## src/rtl/data_ram_if.sv

```systemverilog
// Core-to-data-memory bus: read port, write port and busy indication.
interface data_ram_if #(
  parameter int unsigned DATA_WIDTH = 8,
  parameter int unsigned BUS_WIDTH  = 8
);
  logic                  ram_rd_en;
  logic [BUS_WIDTH-1:0]  addr_rd;
  logic                  ram_wr_en;
  logic [BUS_WIDTH-1:0]  addr_wr;
  logic [DATA_WIDTH-1:0] data_wr;
  logic [DATA_WIDTH-1:0] data_rd;
  logic                  ram_busy;

  modport master (
    output ram_rd_en, addr_rd, ram_wr_en, addr_wr, data_wr,
    input  data_rd, ram_busy
  );

  modport slave (
    input  ram_rd_en, addr_rd, ram_wr_en, addr_wr, data_wr,
    output data_rd, ram_busy
  );
endinterface

```

## src/rtl/data_ram.sv

```systemverilog
// Single-clock 1R1W data memory with one memory-mapped I/O word (LEDs out, switches in).
// Optional macro RAM_CLEAR_EN: zero the whole array after every reset, busy while clearing.
module data_ram #(
  parameter int unsigned          DATA_WIDTH = 8,
  parameter int unsigned          BUS_WIDTH  = 8,
  parameter logic [BUS_WIDTH-1:0] IO_ADDR    = {BUS_WIDTH{1'b1}}
) (
  input  logic                  clk,
  input  logic                  rstn,
  data_ram_if.slave             bus,
  input  logic [DATA_WIDTH-1:0] io_in,
  output logic [DATA_WIDTH-1:0] io_out
);

  localparam int unsigned DEPTH = 2 ** BUS_WIDTH;

`ifdef RAM_CLEAR_EN
  typedef enum logic {SCLEAR, SREADY} state_t;
  localparam state_t RST_STATE = SCLEAR;
  logic [BUS_WIDTH-1:0] clr_cnt;
  logic [BUS_WIDTH-1:0] clr_cnt_nxt;
`else
  typedef enum logic {SREADY} state_t;
  localparam state_t RST_STATE = SREADY;
`endif

  state_t                state;
  state_t                state_nxt;
  logic                  rd_acc;
  logic                  wr_acc;
  logic                  mem_we;
  logic [BUS_WIDTH-1:0]  mem_wa;
  logic [DATA_WIDTH-1:0] mem_wd;
  logic [DATA_WIDTH-1:0] data_rd_q;
  logic [DATA_WIDTH-1:0] io_sync1;
  logic [DATA_WIDTH-1:0] io_sync2;
  logic [DATA_WIDTH-1:0] mem [DEPTH];

  // State register (and clear counter when present)
  always_ff @(posedge clk) begin
    if (!rstn) begin
      state <= RST_STATE;
`ifdef RAM_CLEAR_EN
      clr_cnt <= '0;
`endif
    end else begin
      state <= state_nxt;
`ifdef RAM_CLEAR_EN
      clr_cnt <= clr_cnt_nxt;
`endif
    end
  end

  // Next state and array write-port steering
  always_comb begin
    state_nxt = state;
    rd_acc    = 1'b0;
    wr_acc    = 1'b0;
    mem_we    = 1'b0;
    mem_wa    = bus.addr_wr;
    mem_wd    = bus.data_wr;
`ifdef RAM_CLEAR_EN
    clr_cnt_nxt = clr_cnt;
`endif
    case (state)
`ifdef RAM_CLEAR_EN
      SCLEAR: begin
        mem_we      = 1'b1;
        mem_wa      = clr_cnt;
        mem_wd      = '0;
        clr_cnt_nxt = clr_cnt + BUS_WIDTH'(1);
        if (clr_cnt == {BUS_WIDTH{1'b1}}) state_nxt = SREADY;
      end
`endif
      SREADY: begin
        rd_acc = bus.ram_rd_en;
        wr_acc = bus.ram_wr_en;
        mem_we = bus.ram_wr_en;
      end
      default: state_nxt = SREADY;
    endcase
  end

`ifdef RAM_CLEAR_EN
  assign bus.ram_busy = (state == SCLEAR);
`else
  assign bus.ram_busy = 1'b0;
`endif

  // Array write; reset leaves contents alone
  always_ff @(posedge clk) begin
    if (rstn && mem_we) mem[mem_wa] <= mem_wd;
  end

  // Read data, LED register and switch synchroniser
  always_ff @(posedge clk) begin
    if (!rstn) begin
      data_rd_q <= '0;
      io_out    <= '0;
      io_sync1  <= '0;
      io_sync2  <= '0;
    end else begin
      io_sync1 <= io_in;
      io_sync2 <= io_sync1;
      if (rd_acc) begin
        if (wr_acc && (bus.addr_wr == bus.addr_rd)) data_rd_q <= bus.data_wr;
        else if (bus.addr_rd == IO_ADDR)            data_rd_q <= io_sync2;
        else                                        data_rd_q <= mem[bus.addr_rd];
      end
      if (wr_acc && (bus.addr_wr == IO_ADDR)) io_out <= bus.data_wr;
    end
  end

  assign bus.data_rd = data_rd_q;

endmodule

```

## src/flat_wrapper.sv

```systemverilog
// flat-port wrapper written by rule: the top's interface ports become plain ports
module data_ram_flat 
#(
  parameter int unsigned          DATA_WIDTH = 8,
  parameter int unsigned          BUS_WIDTH  = 8,
  parameter logic [BUS_WIDTH-1:0] IO_ADDR    = {BUS_WIDTH{1'b1}}
)
  (clk, rstn, io_in, io_out, bus_ram_rd_en, bus_addr_rd, bus_ram_wr_en, bus_addr_wr, bus_data_wr, bus_data_rd, bus_ram_busy);
  data_ram_if #(.DATA_WIDTH(DATA_WIDTH), .BUS_WIDTH(BUS_WIDTH)) bus_i ();
  input  logic clk;
  input  logic rstn;
  input  logic [DATA_WIDTH-1:0] io_in;
  output logic [DATA_WIDTH-1:0] io_out;
  input wire logic [$bits(bus_i.ram_rd_en)-1:0] bus_ram_rd_en;
  input wire logic [$bits(bus_i.addr_rd)-1:0] bus_addr_rd;
  input wire logic [$bits(bus_i.ram_wr_en)-1:0] bus_ram_wr_en;
  input wire logic [$bits(bus_i.addr_wr)-1:0] bus_addr_wr;
  input wire logic [$bits(bus_i.data_wr)-1:0] bus_data_wr;
  output wire logic [$bits(bus_i.data_rd)-1:0] bus_data_rd;
  output wire logic [$bits(bus_i.ram_busy)-1:0] bus_ram_busy;
  assign bus_i.ram_rd_en = bus_ram_rd_en;
  assign bus_i.addr_rd = bus_addr_rd;
  assign bus_i.ram_wr_en = bus_ram_wr_en;
  assign bus_i.addr_wr = bus_addr_wr;
  assign bus_i.data_wr = bus_data_wr;
  assign bus_data_rd = bus_i.data_rd;
  assign bus_ram_busy = bus_i.ram_busy;
  data_ram #(.DATA_WIDTH(DATA_WIDTH), .BUS_WIDTH(BUS_WIDTH), .IO_ADDR(IO_ADDR)) u_core (.clk(clk), .rstn(rstn), .bus(bus_i), .io_in(io_in), .io_out(io_out));
endmodule
```

## config.mk

```make
export PLATFORM = sky130hd
export DESIGN_NAME = data_ram_flat
export DESIGN_NICKNAME = d
export VERILOG_FILES = /design/src/rtl/data_ram_if.sv /design/src/rtl/data_ram.sv /design/src/flat_wrapper.sv
export SDC_FILE = /design/constraint.sdc
export NUM_CORES = 2
export LEC_CHECK = 0
export CORE_UTILIZATION = 44
export CTS_CLUSTER_DIAMETER = 50
export CTS_CLUSTER_SIZE = 25
export DETAILED_ROUTE_END_ITERATION = 10
export HOLD_SLACK_MARGIN = 0.08
export PLACE_DENSITY_LB_ADDON = 0.08
export SLEW_MARGIN = 40
export SYNTH_ARGS = -nofsm -noshare
export SYNTH_HDL_FRONTEND = slang
export SYNTH_SLANG_ARGS = --single-unit
export TNS_END_PERCENT = 30
```

## constraint.sdc

```tcl
create_clock -name clk -period 2.85 [get_ports clk]
set_input_delay 0.7125 -clock clk [delete_from_list [all_inputs] [get_ports clk]]
set_output_delay 0.7125 -clock clk [all_outputs]
set_load 0.1 [all_outputs]
```

# Yosys cells after proc, flatten, opt, wreduce, memory -nomap -nowiden
# Memories as Yosys holds them, arrays and structs flattened.
# Index checks and enable logic that the tools add are counted.
[totals]
register_bits = 32
mem_bits_rw = 2048
input_bits = 36
n_memories = 1
[classes]
eq_ne = 3
muxes = 4
reduce_logical = 3
[mem_list]
columns = ["name", "depth", "word_bits", "rd", "rd_clocked_by_memory_dff", "write_ports", "line_no", "source"]
rows = [
  ["u_core.mem", 256, 8, 1, 0, 1, "data_ram.sv:37", "logic [DATA_WIDTH-1:0] mem [DEPTH];"],
]
[ops]
columns = ["cell", "count"]
rows = [
  ["== test 8 bit, second input constant", 2],
  ["2-to-1 mux 8 bit", 2],
  ["== test 8 bit", 1],
  ["logical AND 1 bit", 3],
  ["2-to-1 mux 1 bit", 2],
]

# Logic depth before layout (Yosys ltp)
[depth]
word_depth = 3
mapped_depth = 14
depth_no_buf = 8

# Worst setup path after synthesis
# Ideal clock, no wire load.
[synth_timing]
path_type = "input -> register"
from = "in bus_addr_rd[0]"
to = "reg u_core.data_rd_q[4], in the netlist u_core.bus.data_rd[4]"
arrival_ns = 2.704
required_time_ns = 2.715
setup_slack_ns = 0.010
path_stages = 9
cell_sequence = "buf_6 > buf_2 > buf_4 > mux4_2 > mux4_2 > a22oi_1 > a21oi_1 > nand2_1 > a31oi_1"
[synth_between]
elab_chain_cells = 3
[synth_lines]
columns = ["element", "line_no", "source"]
rows = [
  ["from (decl)", "flat_wrapper.sv:15", "input wire logic [$bits(bus_i.addr_rd)-1:0] bus_addr_rd;"],
  ["memory (256 x 8 bit), or another cell as far along", "--", ""],
  ["2-to-1 mux 8 bit or logical AND 1 bit (tied branches)", "data_ram.sv:107, data_ram.sv:106", ""],
  ["2-to-1 mux 8 bit (*)", "data_ram.sv:106", "if (wr_acc && (bus.addr_wr == bus.addr_rd)) data_rd_q <= bus.data_wr;"],
  ["to (signal assigned)", "data_ram.sv:106", ""],
  ["to (signal assigned)", "data_ram.sv:107", "else if (bus.addr_rd == IO_ADDR) data_rd_q <= io_sync2;"],
  ["to (signal assigned)", "data_ram.sv:108", "else data_rd_q <= mem[bus.addr_rd];"],
  ["to (decl)", "data_ram.sv:34", "logic [DATA_WIDTH-1:0] data_rd_q;"],
]
# Mark *: on every way between the ends. The rest lies on a longest branch, timed or not.
# A chain may end at the register's enable or synchronous reset.

# Worst setup path in the final report
[layout_timing]
from = "in bus_addr_rd[0]"
to = "reg u_core.data_rd_q[0], in the netlist u_core.bus.data_rd[0]"
# The elaborated chain is that of the path after synthesis.

==> run_summary.xml <==
<?xml version="1.0" encoding="UTF-8"?>
<metrics>
  <group name="clocking">
    <metric name="cts_num_sinks" unit="">2080</metric>
    <metric name="clock_tree_root_buffer_cell" unit="">sky130_fd_sc_hd__clkbuf_16</metric>
    <metric name="cts-htree-levels" unit="">4</metric>
    <metric name="cts_setup_buffers" unit="">0</metric>
    <metric name="tritoncts" unit="">done</metric>
    <metric name="later_pin_clock_latency_in_the_skew_report" unit="ns">0.84</metric>
    <metric name="max-clock-path-buffers" unit="">3</metric>
    <metric name="clk_pin_slew_worst_paths" unit="ns">0.07</metric>
    <metric name="tritoncts_buffer_count" unit="">187</metric>
  </group>
  <group name="synthesis">
    <metric name="synth.top_cell.area_share" unit="%">75.8</metric>
    <metric name="synth_cell_type_count" unit="">61</metric>
    <metric name="synth_warnings" unit="">0</metric>
    <metric name="dominant_combinational_cell_family_by_area_after_synthesis" unit="">multiplexers</metric>
    <metric name="synth_seq_area_share" unit="%">76.6</metric>
    <metric name="post_synth_inst_count" unit="">3926</metric>
    <metric name="synth-xor-area-share" unit="%">0.0864</metric>
    <metric name="syn-mean-instance-area" unit="sq um">20.7</metric>
    <metric name="yosys-mux-area-fraction" unit="%">15.6</metric>
    <metric name="synth.top_cells.by_area" unit="">sky130_fd_sc_hd__edfxtp_1, sky130_fd_sc_hd__mux4_2, sky130_fd_sc_hd__mux2i_1</metric>
    <metric name="synth_simple_gate_area_share" unit="%">3.09</metric>
    <metric name="synth-seq-cells" unit="">2080</metric>
    <metric name="number_of_enable_flip_flop_cells_after_synthesis" unit="">2048</metric>
    <metric name="yosys_most_used_dff" unit="">sky130_fd_sc_hd__edfxtp_1</metric>
    <metric name="summed_instance_area_of_the_synthesized_netlist" unit="sq um">81100</metric>
    <metric name="synth_fa_ha_area_share" unit="%">0</metric>
    <metric name="synth_top_area_cell" unit="">sky130_fd_sc_hd__edfxtp_1</metric>
    <metric name="synthesis.nets" unit="">3962</metric>
    <metric name="synthArstFlopShare" unit="%">0</metric>
    <metric name="complex_gate_fraction_of_the_synthesized_area" unit="%">2.70</metric>
  </group>
  <group name="route">
    <metric name="postRouteWirelength" unit="um">232000</metric>
    <metric name="vias" unit="">42800</metric>
    <metric name="route.detailed.drc" unit="">0</metric>
    <metric name="average_wire_per_standard_cell" unit="um">30.9</metric>
    <metric name="detail_route.first_pass.iterations" unit="">6</metric>
    <metric name="drt-initial-drc-count" unit="">4617</metric>
    <metric name="vias_per_cell" unit="">5.70</metric>
    <metric name="route.antenna.remaining_nets" unit="">0</metric>
  </group>
  <group name="sta">
    <metric name="rsz0062_at_grt" unit="">true</metric>
    <metric name="relSlewSlack" unit="%">39.7</metric>
    <metric name="drv_slew" unit="">0</metric>
    <metric name="post-route-period-util" unit="%">100</metric>
    <metric name="skew" unit="ns">0.0280</metric>
    <metric name="finalSetupTns" unit="ns">-0.0135</metric>
    <metric name="clock.fmax" unit="MHz">349</metric>
    <metric name="timing_worst_slew_pin_value" unit="ns">0.898</metric>
    <metric name="setup_slack" unit="ns">-0.0135</metric>
    <metric name="setup-violations-final" unit="">1</metric>
    <metric name="final-hold-violation-count" unit="">0</metric>
    <metric name="period_needed" unit="ns">2.86</metric>
  </group>
  <group name="worst_setup_path">
    <metric name="critical_path_peak_fanout" unit="">22</metric>
    <metric name="cp-end-kind" unit="">register</metric>
    <metric name="critical_path_data_required_time" unit="ns">3.57</metric>
    <metric name="critPathKind" unit="">primary input to register</metric>
    <metric name="cp_slowest_stage_delay" unit="ns">0.58</metric>
    <metric name="crit_chain" unit="">buf_8, buf_12, buf_16, mux4_2, nor2_1, nor2_1, o22ai_1, buf_4, nor3_1, or4b_1, a211oi_1, nor3_1</metric>
    <metric name="critical_path.startpoint_type" unit="">primary input</metric>
    <metric name="crit_path_top_delay_cell" unit="">sky130_fd_sc_hd__or4b_1</metric>
    <metric name="critPathArrivalTime" unit="ns">3.58</metric>
    <metric name="r2r_cells" unit="">9</metric>
  </group>
  <group name="power">
    <metric name="fin_total_pwr" unit="W">0.0652</metric>
    <metric name="power_leakage" unit="nW">33.1</metric>
    <metric name="power_density" unit="nW/um^2">660</metric>
    <metric name="vdd.ir_drop.worst" unit="uV">762</metric>
  </group>
  <group name="die">
    <metric name="floorplan.initialDensity" unit="%">44.3</metric>
    <metric name="design.core.area" unit="sq um">183000</metric>
    <metric name="fp-row-count" unit="">157</metric>
    <metric name="die_width" unit="um">431</metric>
    <metric name="floorplan.die_area" unit="sq um">186000</metric>
    <metric name="design.portCount" unit="">53</metric>
    <metric name="fp.dieH" unit="um">431</metric>
  </group>
  <group name="global_route">
    <metric name="gr-total-overflow" unit="">0</metric>
    <metric name="vias_in_the_first_global_route" unit="">43400</metric>
    <metric name="grt_antenna_before_repair" unit="">11</metric>
    <metric name="grt_start_max_net_pins" unit="">94</metric>
    <metric name="grt_util_all_layers" unit="%">25.2</metric>
    <metric name="grt_pass1_wl" unit="um">329000</metric>
  </group>
  <group name="min_path">
    <metric name="hold_path_depth" unit="">1</metric>
    <metric name="hold_path_class" unit="">primary input to register</metric>
  </group>
  <group name="finish">
    <metric name="design_area" unit="sq um">98800</metric>
    <metric name="post_route_cells_drive_above_1_share" unit="%">36.2</metric>
    <metric name="stdcell_count" unit="">7506</metric>
    <metric name="relative_area_change_from_synthesis_to_final_layout" unit="%">21.8</metric>
    <metric name="post-route-util" unit="%">53.9</metric>
    <metric name="nets" unit="">4914</metric>
  </group>
  <group name="placed_design">
    <metric name="gp_routability_congestion" unit="">0.871</metric>
    <metric name="post-dp-hpwl" unit="um">154000</metric>
    <metric name="dp_cells" unit="">7153</metric>
    <metric name="detailed_place.area" unit="sq um">91900</metric>
    <metric name="buffer_ports.inserted" unit="">51</metric>
  </group>
  <group name="status">
    <metric name="failed_checks" unit="">negative setup slack</metric>
    <metric name="run_status" unit="">complete, but fails checks</metric>
  </group>
  <group name="job">
    <metric name="number_of_max_capacitance_violations_reported" unit="">0</metric>
  </group>
</metrics>
[per-stage QoR]
stage                     hold WS (ns)  setup slack [ns]
after floorplan                  0.412            0.0105
after global placement           0.429             -1.37
after detailed placement         0.430             -1.09
after CTS                        0.132            0.0100
after global routing             0.147           -0.0222
final                            0.190           -0.0135
[power by group]
group	internal [W]	switching, W
Combinational	0.00169	0.00244
Sequential	0.0336	0.0000351
Clock	0.0148	0.0126
Total	0.0501	0.0151
[worst paths after layout]
| check | start | end | slack [ns] |
|---|---|---|---|
| hold / removal | bus_data_wr[1] | u_core.mem[242][1] | 0.19 |
| setup reg to reg | u_core.mem[212][0] | u_core.bus.data_rd[0] | 0.13 |
| setup / recovery | bus_addr_rd[0] | u_core.bus.data_rd[0] | -0.01 |
| hold reg to reg | u_core.io_sync1[0] | u_core.io_sync2[0] | 0.44 |
[timing repair]
item | in CTS | in global routing
endpoints found under the setup margin | 4 | 7
gates resized for setup | 4 | 15
pin swaps | 0 | 0
hold buffers | 0 | 0
[cell usage in the layout, fill, tap and decap left out, types with 12 or more instances in the layout]
cell type,n
sky130_fd_sc_hd__a211oi_1,18
sky130_fd_sc_hd__a21oi_1,32
sky130_fd_sc_hd__a221oi_1,32
sky130_fd_sc_hd__a22oi_1,73
sky130_fd_sc_hd__a31oi_1,12
sky130_fd_sc_hd__and2_1,27
sky130_fd_sc_hd__buf_12,113
sky130_fd_sc_hd__buf_4,857
sky130_fd_sc_hd__bufinv_16,19
sky130_fd_sc_hd__clkbuf_16,195
sky130_fd_sc_hd__clkdlybuf4s50_1,22
sky130_fd_sc_hd__clkinv_2,12
sky130_fd_sc_hd__clkinv_8,20
sky130_fd_sc_hd__clkinvlp_4,17
sky130_fd_sc_hd__dfxtp_1,32
sky130_fd_sc_hd__edfxtp_1,2048
sky130_fd_sc_hd__inv_6,37
sky130_fd_sc_hd__inv_8,29
sky130_fd_sc_hd__mux2i_1,236
sky130_fd_sc_hd__mux4_2,455
sky130_fd_sc_hd__nand2_1,88
sky130_fd_sc_hd__nand3_1,38
sky130_fd_sc_hd__nand4_1,12
sky130_fd_sc_hd__nor2_1,321
sky130_fd_sc_hd__nor2b_1,20
sky130_fd_sc_hd__nor3_1,16
sky130_fd_sc_hd__o21ai_0,53
sky130_fd_sc_hd__o22ai_1,37
[worst max-delay path, delay by kind of cell]
family	cells	cell delay, ns
simple gates	5	1.02
buf+inv	4	0.79
mux	1	0.52
compound gates	2	0.51
[state kept, by name, summed over array words and instances (netlist names)]
signal	flops
u_core.io_out	8
u_core.io_sync2	8
u_core.bus.data_rd	8
u_core.io_sync1	8
u_core.mem	2048
[kinds of logic after synthesis]
group                  count (synthesis)
multiplexers                         698
AO/OA/AOI/OAI                        318
buffers and inverters                246
flip-flops                          2080
other                                  1
XOR/XNOR                               8
AND/OR/NAND/NOR                      575
[synthesized netlist by cell type (2+ instances only)]
cell type / number
sky130_fd_sc_hd__edfxtp_1: 2048
sky130_fd_sc_hd__mux4_2: 455
sky130_fd_sc_hd__nor2_1: 325
sky130_fd_sc_hd__mux2i_1: 236
sky130_fd_sc_hd__clkbuf_1: 103
sky130_fd_sc_hd__nand2_1: 88
sky130_fd_sc_hd__a22oi_1: 73
sky130_fd_sc_hd__buf_2: 58
sky130_fd_sc_hd__o21ai_0: 58
sky130_fd_sc_hd__nand3_1: 47
sky130_fd_sc_hd__o22ai_1: 37
sky130_fd_sc_hd__a21oi_1: 32
sky130_fd_sc_hd__a221oi_1: 32
sky130_fd_sc_hd__dfxtp_1: 32
sky130_fd_sc_hd__and2_1: 28
sky130_fd_sc_hd__buf_6: 26
sky130_fd_sc_hd__nor2b_1: 23
sky130_fd_sc_hd__a211oi_1: 21
sky130_fd_sc_hd__buf_4: 21
sky130_fd_sc_hd__buf_8: 18
sky130_fd_sc_hd__nor3_1: 16
sky130_fd_sc_hd__buf_1: 13
sky130_fd_sc_hd__a31oi_1: 12
sky130_fd_sc_hd__nand4_1: 12
sky130_fd_sc_hd__nor4_1: 12
sky130_fd_sc_hd__o211ai_1: 10
sky130_fd_sc_hd__o221ai_1: 10
sky130_fd_sc_hd__mux2_2: 7
sky130_fd_sc_hd__xnor2_1: 7
sky130_fd_sc_hd__nand2b_1: 6
sky130_fd_sc_hd__o21ai_1: 6
sky130_fd_sc_hd__a2111oi_0: 5
sky130_fd_sc_hd__and3_1: 5
sky130_fd_sc_hd__o221a_2: 4
sky130_fd_sc_hd__a211o_1: 3
sky130_fd_sc_hd__inv_1: 3
sky130_fd_sc_hd__or2_2: 3
sky130_fd_sc_hd__a22o_1: 2
sky130_fd_sc_hd__a311o_1: 2
sky130_fd_sc_hd__a311oi_1: 2
sky130_fd_sc_hd__buf_12: 2
sky130_fd_sc_hd__o22a_1: 2
sky130_fd_sc_hd__or3_1: 2
sky130_fd_sc_hd__or4b_1: 2
[area by class of cell]
class                           count  area [sq um]
Fill cell                       14500         84300
Sequential cell                  2080         62100
Multi-Input combinational cell   1600         17600
Timing Repair Buffer             1004          9090
Clock buffer                      201          4900
Tap cell                         2464          3080
Clock inverter                    151          1880
Inverter                            5          26.3
Antenna cell                        1          2.50
[metal layers]
layer	wire [um]	vias to the layer above	global-route usage [%]
li1	-	18200	-
met4	5640	4	6.52
met1	102000	22900	36.6
met2	110000	1346	39.9
met3	13800	300	3.93
met5	29	-	0
Note: power is estimated with default switching activity, not from simulation.
